`src/rtl/data_bus_bridge_pkg.sv`:
```
// Shared constants for the LSU-to-bus bridge: FSM encoding, bus widths, abort data.
package data_bus_bridge_pkg;

    localparam int unsigned BUS_AW = 32;
    localparam int unsigned BUS_DW = 32;
    localparam int unsigned BUS_MW = BUS_DW / 8;

    localparam logic [1:0] ST_IDLE = 2'd0;
    localparam logic [1:0] ST_REQ  = 2'd1;
    localparam logic [1:0] ST_RESP = 2'd2;
    localparam logic [1:0] ST_DONE = 2'd3;

    localparam logic [BUS_DW-1:0] ERR_DATA_DEFAULT = 32'h0;

endpackage

```
`src/rtl/data_bus_bridge_bus_timeout_counter.sv`:
```
// Counts in-flight cycles of one bus access and flags the last allowed cycle.
// Latency: expired_o is combinational from the count; TIMEOUT=0 ties it low.
module bus_timeout_counter #(
    parameter int unsigned TIMEOUT = 255
) (
    input  logic clk_i,
    input  logic reset_i,
    input  logic clr_i,
    input  logic en_i,
    output logic expired_o
);

    generate
        if (TIMEOUT == 0) begin : g_off
            logic unused_inputs;
            assign unused_inputs = ^{clk_i, reset_i, clr_i, en_i};
            assign expired_o     = 1'b0;
        end else begin : g_on
            localparam int unsigned CW = $clog2(TIMEOUT + 1);

            logic [CW-1:0] count_q, count_d;

            always_comb begin
                count_d = count_q;
                if (clr_i) begin
                    count_d = '0;
                end else if (en_i) begin
                    count_d = count_q + 1'b1;
                end
            end

            always_ff @(posedge clk_i or posedge reset_i) begin
                if (reset_i) begin
                    count_q <= '0;
                end else begin
                    count_q <= count_d;
                end
            end

            assign expired_o = en_i && (count_q == CW'(TIMEOUT - 1));
        end
    endgenerate

endmodule

```
`src/rtl/data_bus_bridge.sv`:
```
// Turns a single-cycle LSU request into a valid/ready bus access and stalls the pipe until done.
// Latency: store 2 stall cycles, load 3, plus one per ready/rvalid wait; one IDLE cycle between accesses.
module data_bus_bridge
    import data_bus_bridge_pkg::*;
#(
    parameter int unsigned       TIMEOUT  = 255,
    parameter logic [BUS_DW-1:0] ERR_DATA = ERR_DATA_DEFAULT
) (
    input  logic              clk_i,
    input  logic              reset_i,
    input  logic              req_i,
    input  logic [BUS_AW-1:0] addr_i,
    input  logic [BUS_DW-1:0] data_i,
    input  logic [BUS_MW-1:0] wmask_i,
    input  logic              wen_i,
    output logic              stall_o,
    output logic [BUS_DW-1:0] read_data_o,
    output logic              err_o,
    output logic              bus_valid_o,
    input  logic              bus_ready_i,
    output logic [BUS_AW-1:0] bus_addr_o,
    output logic [BUS_DW-1:0] bus_wdata_o,
    output logic [BUS_MW-1:0] bus_wmask_o,
    output logic              bus_we_o,
    input  logic              bus_rvalid_i,
    input  logic [BUS_DW-1:0] bus_rdata_i
);

    logic [1:0]        state_q, state_d;
    logic [BUS_AW-1:0] addr_q, addr_d;
    logic [BUS_DW-1:0] wdata_q, wdata_d;
    logic [BUS_MW-1:0] wmask_q, wmask_d;
    logic              we_q, we_d;
    logic [BUS_DW-1:0] rdata_q, rdata_d;
    logic              err_q, err_d;
    logic              in_flight;
    logic              expired;

    assign in_flight = (state_q == ST_REQ) || (state_q == ST_RESP);

    bus_timeout_counter #(
        .TIMEOUT(TIMEOUT)
    ) u_timeout (
        .clk_i    (clk_i),
        .reset_i  (reset_i),
        .clr_i    (state_q == ST_IDLE),
        .en_i     (in_flight),
        .expired_o(expired)
    );

    always_comb begin
        state_d = state_q;
        addr_d  = addr_q;
        wdata_d = wdata_q;
        wmask_d = wmask_q;
        we_d    = we_q;
        rdata_d = rdata_q;
        err_d   = 1'b0;
        case (state_q)
            ST_IDLE: begin
                if (req_i) begin
                    addr_d  = addr_i;
                    wdata_d = data_i;
                    wmask_d = wen_i ? '0 : wmask_i;
                    we_d    = ~wen_i;
                    state_d = ST_REQ;
                end
            end
            ST_REQ: begin
                // A completing handshake on the last allowed cycle beats the abort.
                if (bus_ready_i) begin
                    state_d = we_q ? ST_DONE : ST_RESP;
                end else if (expired) begin
                    state_d = ST_DONE;
                    err_d   = 1'b1;
                    if (!we_q) rdata_d = ERR_DATA;
                end
            end
            ST_RESP: begin
                if (bus_rvalid_i) begin
                    rdata_d = bus_rdata_i;
                    state_d = ST_DONE;
                end else if (expired) begin
                    rdata_d = ERR_DATA;
                    err_d   = 1'b1;
                    state_d = ST_DONE;
                end
            end
            default: state_d = ST_IDLE;
        endcase
    end

    always_ff @(posedge clk_i or posedge reset_i) begin
        if (reset_i) begin
            state_q <= ST_IDLE;
            addr_q  <= '0;
            wdata_q <= '0;
            wmask_q <= '0;
            we_q    <= 1'b0;
            rdata_q <= '0;
            err_q   <= 1'b0;
        end else begin
            state_q <= state_d;
            addr_q  <= addr_d;
            wdata_q <= wdata_d;
            wmask_q <= wmask_d;
            we_q    <= we_d;
            rdata_q <= rdata_d;
            err_q   <= err_d;
        end
    end

    assign stall_o     = ((state_q == ST_IDLE) && req_i) || in_flight;
    assign bus_valid_o = (state_q == ST_REQ);
    assign bus_addr_o  = addr_q;
    assign bus_wdata_o = wdata_q;
    assign bus_wmask_o = wmask_q;
    assign bus_we_o    = we_q;
    assign read_data_o = rdata_q;
    assign err_o       = err_q;

endmodule

```
`config.mk`:
```
export PLATFORM = sky130hd
export DESIGN_NAME = data_bus_bridge
export DESIGN_NICKNAME = d
export VERILOG_FILES = /design/src/rtl/data_bus_bridge_pkg.sv /design/src/rtl/data_bus_bridge_bus_timeout_counter.sv /design/src/rtl/data_bus_bridge.sv
export SDC_FILE = /design/constraint.sdc
export NUM_CORES = 1
export LEC_CHECK = 0
export CORE_MARGIN = 1.5
export CORE_UTILIZATION = 42
export DETAILED_ROUTE_END_ITERATION = 6
export MAX_ROUTING_LAYER = met4
export PLACE_DENSITY = 0.81
export RECOVER_POWER = 100
export SYNTH_ARGS = -nofsm -noshare
export SYNTH_HDL_FRONTEND = slang
export SYNTH_SLANG_ARGS = --single-unit
```
`constraint.sdc`:
```
create_clock -name clk_i -period 4.2 [get_ports clk_i]
set_clock_uncertainty 0.15 [all_clocks]
set_input_delay 0.84 -clock clk_i [delete_from_list [all_inputs] [get_ports clk_i]]
set_output_delay 0.84 -clock clk_i [all_outputs]
set_load 0.01 [all_outputs]
```
==> results of run 1 <==
==> cells in the mapped netlist (all sizes together) <==
library cell	count	share of area [%]
nand2	47	3.8
or2b	1	0.16
o31ai	1	0.16
and2	2	0.27
nor4	1	0.13
or3	3	0.40
ha	7	1.9
buf	11	1.6
xnor2	2	0.38
a21oi	6	0.65
nor3	4	0.43
nand4	2	0.40
mux2	64	16
o211ai	1	0.16
a2bb2oi	1	0.32
a311oi	1	0.19
nor2b	2	0.27
dfrtp	112	60
o21ai	76	8.6
nand2b	6	0.81
nor2	6	0.49
clkbuf	14	1.1
mux2i	1	0.22
inv	6	0.49
a2111oi	1	0.19
o41ai	1	0.19
and4	1	0.22
nand3	3	0.32
or2	1	0.19
==> flip-flops by register name, summed over array words and instances, names as in the netlist <==
signal	count
bus_addr_o	32
bus_wdata_o	32
bus_we_o	1
bus_wmask_o	4
err_o	1
read_data_o	32
state_q	2
u_timeout.g_on.count_q	8
==> cell type report <==
| type | instances | area, µm² |
|---|---|---|
| multi-input cells | 241 | 1670 |
| well taps | 140 | 175 |
| clock buffers | 10 | 138 |
| fillers | 875 | 3780 |
| flip-flops and latches | 112 | 2800 |
| repair buffers | 214 | 2140 |
| inverters | 6 | 23.8 |
| clock inverters | 6 | 67.6 |
==> kinds of logic after synthesis <==
family,count (synthesis),synth area share (%)
DFF,112,60.4
AOI/OAI and AO/OA,88,10.5
and+or+nand+nor,79,7.90
muxes,65,15.7
buffers and inverters,31,3.26
adders and majority gates,7,1.89
xor gates and xnor gates,2,0.377
==> stage by stage <==
stage	utilization, %	power, mW
2_1_floorplan	-	2.82
3_5_place_dp	63.3	4.01
3_3_place_gp	63.3	3.92
5_1_grt	65.0	4.71
4_1_cts	65.2	4.69
6_report	65.0	4.43
==> cells in the final DEF (no fill, tap or decap), types with 3 or more instances in the layout <==
cell / Yosys / routed
inv_1: 6 / 5
nor2_1: 6 / 6
nor3_1: 4 / 4
a21oi_1: 6 / 6
nand2_1: 47 / 47
clkbuf_8: 0 / 10
clkdlybuf4s50_1: 0 / 103
nand2b_1: 6 / 6
dfrtp_1: 112 / 112
o21ai_0: 45 / 72
buf_4: 1 / 3
or3_1: 3 / 3
mux2_2: 64 / 64
dlygate4sd3_1: 0 / 106
ha_1: 7 / 7
nand3_1: 3 / 3
==> routing by layer <==
layer	track usage, %	vias to the layer above	routed length [µm]
met5	-	-	0
met4	8.93	0	272
met1	25.5	1769	4880
met2	34.0	138	5890
li1	-	1735	-
met3	4.82	20	775
==> worst min-delay path: cells and delay by family, from the launching register on <==
family	cells	cell delay, ps
AOI/OAI and AO/OA	1	60
DFF	1	360
and+or+nand+nor	1	40
==> final timing paths <==
path	endpoint	slack (ps)	startpoint	cells after the start
max in group asynchronous	bus_addr_o[25]	2510	reset_i	3
min in group asynchronous	bus_addr_o[19]	970	reset_i	3
max	stall_o	970	state_q[0]	5
min	bus_wmask_o[3]	340	bus_wmask_o[3]	2
max reg2reg	bus_wdata_o[18]	1100	state_q[1]	5
min reg2reg	bus_wmask_o[3]	340	bus_wmask_o[3]	2
==> power breakdown <==
| group | switching (mW) | internal (mW) | leakage, nW |
|---|---|---|---|
| registers | 0.218 | 1.52 | 1.41 |
| logic | 0.944 | 1.08 | 1.51 |
| clock network | 0.370 | 0.294 | 0.0989 |
==> impl_metrics.toml, run 1 <==
[outcome]
outcome = "finished with violations"
violations = "capacitance limit, slew limit"

[hold_path]
hold_class = "reg -> reg"

[routing]
wl_per_cell_um = 16.2
drt-initial-drc-count = 109
ant_nets = 0
vias_per_cell = 5.02
drc = 0
firstDrtPassIters = 4
vias = 3662
wl_um = 11800

[cts]
path_clk_slew_ps = 100
cts_hold_buf = 0
cts_resized = 0
cts_max_level = 3
cts_tree = "done"
cts_setup_buffers = 0
numCtsBuffers = 9
root_buffer = "clkbuf_8"
cts.sinks = 112
clock_path_buffers = 2
clk_latency_ps = 370

[timing]
rsz0062_at_grt = "false"
tightest_slew_ps = 1760
relSlewSlack_pct = -17.2
fin_crit_sh_pct = 76.9
layout_setup_ws_ps = 970
finalHoldViolations = 0
fin_crit_ps = 3230
setup_viol = 0
fmax_mhz = 310
whs_ps = 341
fin_setup_tns_ps = 0
slew_violations = 75

[critical_path]
required_ps = 3210
worstPathCellList = "inv_1, ha_1, nand2_1, nand2b_1, dlygate4sd3_1"
crit_buf_inv = 2
worstSetupPathType = "reg -> out"
cp_top_family = "buffers and inverters"
critPathMaxStageDelay_ps = 620
arrival_ps = 2240
cp-end-kind = "primary output"
worstPathMaxFanout = 13
cp-start-kind = "flop"
slowest_stage = "dlygate4sd3_1"

[placed_design]
hpwlAfterDp_um = 8290
placed_cell_area_um2 = 6840
pre_cts_ws_ps = 1110
dp_cells = 713
gp_congestion = 0.787
port_buffers = 209

[floorplanning]
rows = 38
die-area_um2 = 11700
fp.coreArea_um2 = 10800
initial_utilization_pct = 43.0
die_w_um = 108
io_pins = 210
fp.dieH_um = 108

[logic_synthesis]
postSynthAreaPerCell_um2 = 12.1
yosysWarnings = 0
ys_ff_latch = 112
synth_seq_area_share_pct = 60.4
syn_nets = 497
syn_inst = 384
syn_area_um2 = 4640
synth.distinct_cells = 34

[grt]
first_global_vias = 3758
antenna_found_initial = 0
grt_start_max_net_pins = 113
grt_pass1_wl_um = 18600
grt.overflow.total = 0
grtUsageTotal_pct = 21.1

[layout]
areaGrowthSynthToFinish_pct = 51.1
drive_gt1_share_pct = 15.3
antennaDiodeCount = 0
fin_cells = 729
final_nets = 697
final_area_um2 = 7010

[power_and_ir_drop]
ir_drop_uv = 329
p_per_area_nw_per_um2 = 631
total_leakage_power_nw = 3.01

[run]
max_cap_viol_count = 1
No activity file was read; power rests on OpenSTA's default activity.
==> inputs of run 2 (changes only) <==
--- a/config.mk
+++ b/config.mk
@@ -6,10 +6,10 @@
 export NUM_CORES = 1
 export LEC_CHECK = 0
 export CORE_MARGIN = 1.5
-export CORE_UTILIZATION = 42
+export CORE_UTILIZATION = 38
 export DETAILED_ROUTE_END_ITERATION = 6
 export MAX_ROUTING_LAYER = met4
-export PLACE_DENSITY = 0.81
+export PLACE_DENSITY = 0.77
 export RECOVER_POWER = 100
 export SYNTH_ARGS = -nofsm -noshare
 export SYNTH_HDL_FRONTEND = slang
==> constraint.sdc (replaced) <==
create_clock -name clk_i -period 2.7 [get_ports clk_i]
set_clock_uncertainty 0.15 [all_clocks]
set_input_delay 0.54 -clock clk_i [delete_from_list [all_inputs] [get_ports clk_i]]
set_output_delay 0.54 -clock clk_i [all_outputs]
set_load 0.01 [all_outputs]
==> run 2 against run 1 <==
  * The flow now finishes without violations
  * Largest power group unchanged
  * Global-route usage fell by 1.9 points
  * Worst setup slack worse by 870 ps
  * Total power rose by 60%
  * Critical path type unchanged
  * Critical endpoint unchanged
  * Largest cell class unchanged
==> impl_metrics.toml, run 2 (synthesis results as in run 1) <==
[layout]
final_area_um2 = 7100
fin_cells = 739
final_util_pct = 59.3
nFillCells = 1019
antennaDiodeCount = 0
most-common-layout-cells = "112 x dfrtp_1, 105 x clkdlybuf4s50_1, 104 x dlygate4sd3_1, 73 x o21ai_0, 64 x mux2_2"
areaGrowthSynthToFinish_pct = 52.9
mostFrequentLayoutCell = "dfrtp_1"
drive_gt1_share_pct = 15.9
final_nets = 700

[floorplanning]
initial_utilization_pct = 38.8
fp.coreArea_um2 = 12000
die_w_um = 114
rows = 40
die-area_um2 = 12900
fp.dieH_um = 114
io_pins = 210

[cts]
cts_max_level = 3
clock_path_buffers = 2
cts_setup_buffers = 0
cts_hold_buf = 0
cts.sinks = 112
clk_latency_ps = 340
numCtsBuffers = 9
path_clk_slew_ps = 70
cts_tree = "done"
root_buffer = "clkbuf_16"
cts_resized = 0

[power_and_ir_drop]
ir_drop_uv = 478
p_per_area_nw_per_um2 = 998
total_leakage_power_nw = 3.04

[timing]
slew_violations = 0
setup_viol = 0
relSlewSlack_pct = 36.0
fin_crit_sh_pct = 96.3
rsz0062_at_grt = "false"
fin_setup_tns_ps = 0
fmax_mhz = 385
finalHoldViolations = 0
layout_setup_ws_ps = 99.8
tightest_slew_ps = 960
fin_crit_ps = 2600

[outcome]
outcome = "finished, final reports clean"

[grt]
antenna_found_initial = 0
grt.overflow.total = 0
grtUsageTotal_pct = 19.2
first_global_vias = 3801
grt_pass1_wl_um = 18900
grt_start_max_net_pins = 75

[critical_path]
cp-end-kind = "primary output"
worstPathCellList = "inv_1, ha_1, nand2b_1, clkdlybuf4s50_1"
worstPathMaxFanout = 5
worstSetupPathType = "reg -> out"
required_ps = 2010
slowest_stage = "clkdlybuf4s50_1"
critPathMaxStageDelay_ps = 540
cp-start-kind = "flop"
arrival_ps = 1910

[routing]
wl_per_cell_um = 16.1
drt-initial-drc-count = 150
wl_um = 11900
vias_per_cell = 4.98
drc = 0
firstDrtPassIters = 4
vias = 3678
ant_nets = 0

[run]
max_cap_viol_count = 0

[placed_design]
dp_cells = 723
gp_congestion = 0.757
hpwlAfterDp_um = 8690
port_buffers = 209
pre_cts_ws_ps = 185
placed_cell_area_um2 = 6880

[hold_path]
hold_class = "reg -> reg"
run 2: cell types whose count changed in the layout (fill, tap and decap cells not counted), sizes merged:
cell and change:
buf -1, clkdlybuf4s50 +2, bufinv -1, dlygate4sd3 -2, inv -1, clkinv +1
clkbuf +3, clkinvlp +2
run 2: cell type report:
class,instances,area [µm²],share of cell area [%]
sequential,112,2800,39.5
clock inverter,7,48.8,0.687
clock buffer,9,225,3.17
timing repair buffer,217,2140,30.2
multi-input combinational,241,1670,23.5
tap,147,184,2.59
inverter,6,23.8,0.335
run 2: per-stage QoR:
step | hold slack (ps) | power [mW]
floorplan | 319 | 4.38
global placement | 320 | 6.15
detailed placement | 321 | 6.28
CTS | 337 | 7.54
global route | 361 | 7.54
finish | 321 | 7.08
run 2: worst paths after layout:
check / startpoint / end / slack (ps) / cells past startpoint
max reg2reg: state_q[0] / bus_wdata_o[14] / 360 / 5
min in group asynchronous: reset_i / bus_addr_o[13] / 530 / 2
max: state_q[0] / stall_o / 100 / 4
max in group asynchronous: reset_i / bus_wdata_o[2] / 720 / 3
min reg2reg: bus_wmask_o[0] / bus_wmask_o[0] / 320 / 2
min: bus_wmask_o[0] / bus_wmask_o[0] / 320 / 2
run 2: power by group:
group	switching, mW	internal (mW)	total, mW	leakage (nW)
clock network	0.605	0.625	1.23	0.123
registers	0.340	2.37	2.70	1.41
logic	1.47	1.68	3.15	1.51
run 2: layer usage:
| metal | routed length, µm | global-route usage [%] | part of all wire (%) | vias up |
|---|---|---|---|---|
| met5 | 0 | - | 0 | - |
| met4 | 298 | 9.00 | 2.5 | 0 |
| met3 | 701 | 3.40 | 5.9 | 20 |
| met2 | 5840 | 30.7 | 49 | 144 |
| met1 | 5070 | 23.8 | 43 | 1777 |
| li1 | - | - | - | 1737 |
run 2: critical path: cells and delay by family (launching register included):
kind	cells	cell delay, ps
fa+ha+maj	1	360
buf+inv	2	650
flops	1	440
simple gates	1	130
==> inputs of run 3 (changes only) <==
==> constraint.sdc (replaced) <==
create_clock -name clk_i -period 2.3 [get_ports clk_i]
set_clock_uncertainty 0.15 [all_clocks]
set_input_delay 0.46 -clock clk_i [delete_from_list [all_inputs] [get_ports clk_i]]
set_output_delay 0.46 -clock clk_i [all_outputs]
set_load 0.01 [all_outputs]
==> run 3 against run 2 <==
  * Die area unchanged
  * Final area up 1.0%
  * Non-clock buffer count increased by 7
  * Clock-buffer cell count rose by 4
  * Combinational power grew 19%
  * Wire length shrank 0.45%
  * Critical path depth stayed put
  * Largest power group unchanged
  * Highest routed layer unchanged
==> impl_metrics.toml, run 3 (synthesis results as in run 1) <==
[timing]
rsz0062_at_grt = "false"
fin_setup_tns_ps = 0
tightest_slew_ps = 1210
fin_crit_sh_pct = 93.5
slew_violations = 0
fmax_mhz = 465
relSlewSlack_pct = 18.6
fin_crit_ps = 2150
finalHoldViolations = 0
setup_viol = 0

[layout]
drive_gt1_share_pct = 15.6
final_area_um2 = 7170
multi_input_area_um2 = 1690
register_area_um2 = 2800
mostFrequentLayoutCell = "dfrtp_1"
nFillCells = 993
most-common-layout-cells = "112 x dfrtp_1, 104 x clkdlybuf4s50_1, 103 x dlygate4sd3_1, 72 x o21ai_0, 64 x mux2_2"
final_nets = 707
areaGrowthSynthToFinish_pct = 54.5
antennaDiodeCount = 0
fin_cells = 744

[cts]
numCtsBuffers = 9
clock_path_buffers = 2
path_clk_slew_ps = 70
root_buffer = "clkbuf_16"
cts.sinks = 112
cts_hold_buf = 0
clk_latency_ps = 350
cts_tree = "done"
cts_max_level = 3

[floorplanning]
die_w_um = 114
rows = 40
die-area_um2 = 12900
fp.dieH_um = 114
initial_utilization_pct = 38.8
io_pins = 210
fp.coreArea_um2 = 12000

[grt]
antenna_found_initial = 0
grtUsageTotal_pct = 19.9
grt.overflow.total = 0
first_global_vias = 3857
grt_pass1_wl_um = 19700
grt_start_max_net_pins = 70

[power_and_ir_drop]
total_leakage_power_nw = 3.09
p_per_area_nw_per_um2 = 1160
ir_drop_uv = 486

[outcome]
outcome = "finished, final reports clean"

[placed_design]
gp_congestion = 0.793
hpwlAfterDp_um = 8690
placed_cell_area_um2 = 6930
dp_cells = 728
port_buffers = 209

[critical_path]
worstSetupPathType = "reg -> out"
cp-end-kind = "primary output"
cp-start-kind = "flop"
arrival_ps = 1540
required_ps = 1690
worstPathMaxFanout = 3

[routing]
vias = 3696
vias_per_cell = 4.97
firstDrtPassIters = 4
wl_per_cell_um = 15.9
drt-initial-drc-count = 119
ant_nets = 0
wl_um = 11900
drc = 0

[hold_path]
hold_class = "reg -> reg"

[run]
max_cap_viol_count = 0
run 3: cell count changes in the layout (fill, tap and decap cells not counted), sizes merged:
cell and change:
clkinv -2, dlymetal6s2s +1, clkinvlp -4, buf +4
clkdlybuf4s50 -1, dlygate4sd2 +1, clkbuf +7, dlygate4sd3 -1
run 3: path summary, 6_finish.rpt:
check / startpoint / endpoint / slack (ps) / depth (start not counted)
setup / recovery: state_q[0] / stall_o / 150 / 4
hold / removal: bus_wmask_o[1] / bus_wmask_o[1] / 320 / 2
setup reg to reg: state_q[0] / bus_wdata_o[24] / 210 / 6
hold reg to reg: bus_wmask_o[1] / bus_wmask_o[1] / 320 / 2
max in group asynchronous: reset_i / bus_wdata_o[14] / 450 / 3
min in group asynchronous: reset_i / bus_addr_o[14] / 670 / 2
run 3: layer usage:
layer  GRT usage, %  vias to the layer above  share of wire [%]
li1               -                     1751                  -
met1           24.1                     1773                 42
met2           31.4                      147                 48
met3           5.10                       25                7.3
met4           9.17                        0                2.9
met5              -                        -                  0
run 3: cell type report:
class,instances,area share [%]
clock buffer,13,3.49
tap,147,2.56
sequential,112,39.1
inverter,6,0.331
clock inverter,1,0.0698
multi-input combinational,241,23.5
timing repair buffer,224,31.0
run 3: where the power goes:
group	switching (mW)	leakage [nW]	internal, mW
Combinational	1.74	1.56	2.02
Clock	0.667	0.126	0.753
Sequential	0.385	1.41	2.78
Total	2.79	3.09	5.55
run 3: worst max-delay path: stages, from the launching register on:
cell and delay, ps:
dfrtp_1 390, inv_1 150, ha_4 240, nand2b_1 140
dlygate4sd2_1 280
run 3: per-stage QoR:
| step | power (mW) | util, % | setup slack (ps) | hold WS (ps) |
|---|---|---|---|---|
| 2_1_floorplan | 5.14 | - | 333 | 319 |
| 3_3_place_gp | 7.23 | 57.9 | 70.3 | 320 |
| 3_5_place_dp | 7.36 | 57.9 | 58.8 | 320 |
| 4_1_cts | 8.86 | 60.3 | 10.3 | 336 |
| 5_1_grt | 8.91 | 60.0 | 77.7 | 358 |
| 6_report | 8.34 | 60.0 | 149 | 325 |
run 3: repair_timing:
action                                 CTS  global route
setup endpoints to repair                2             1
endpoints found under the hold margin    0             0
resized for setup                        3             1
setup buffers                            2             0
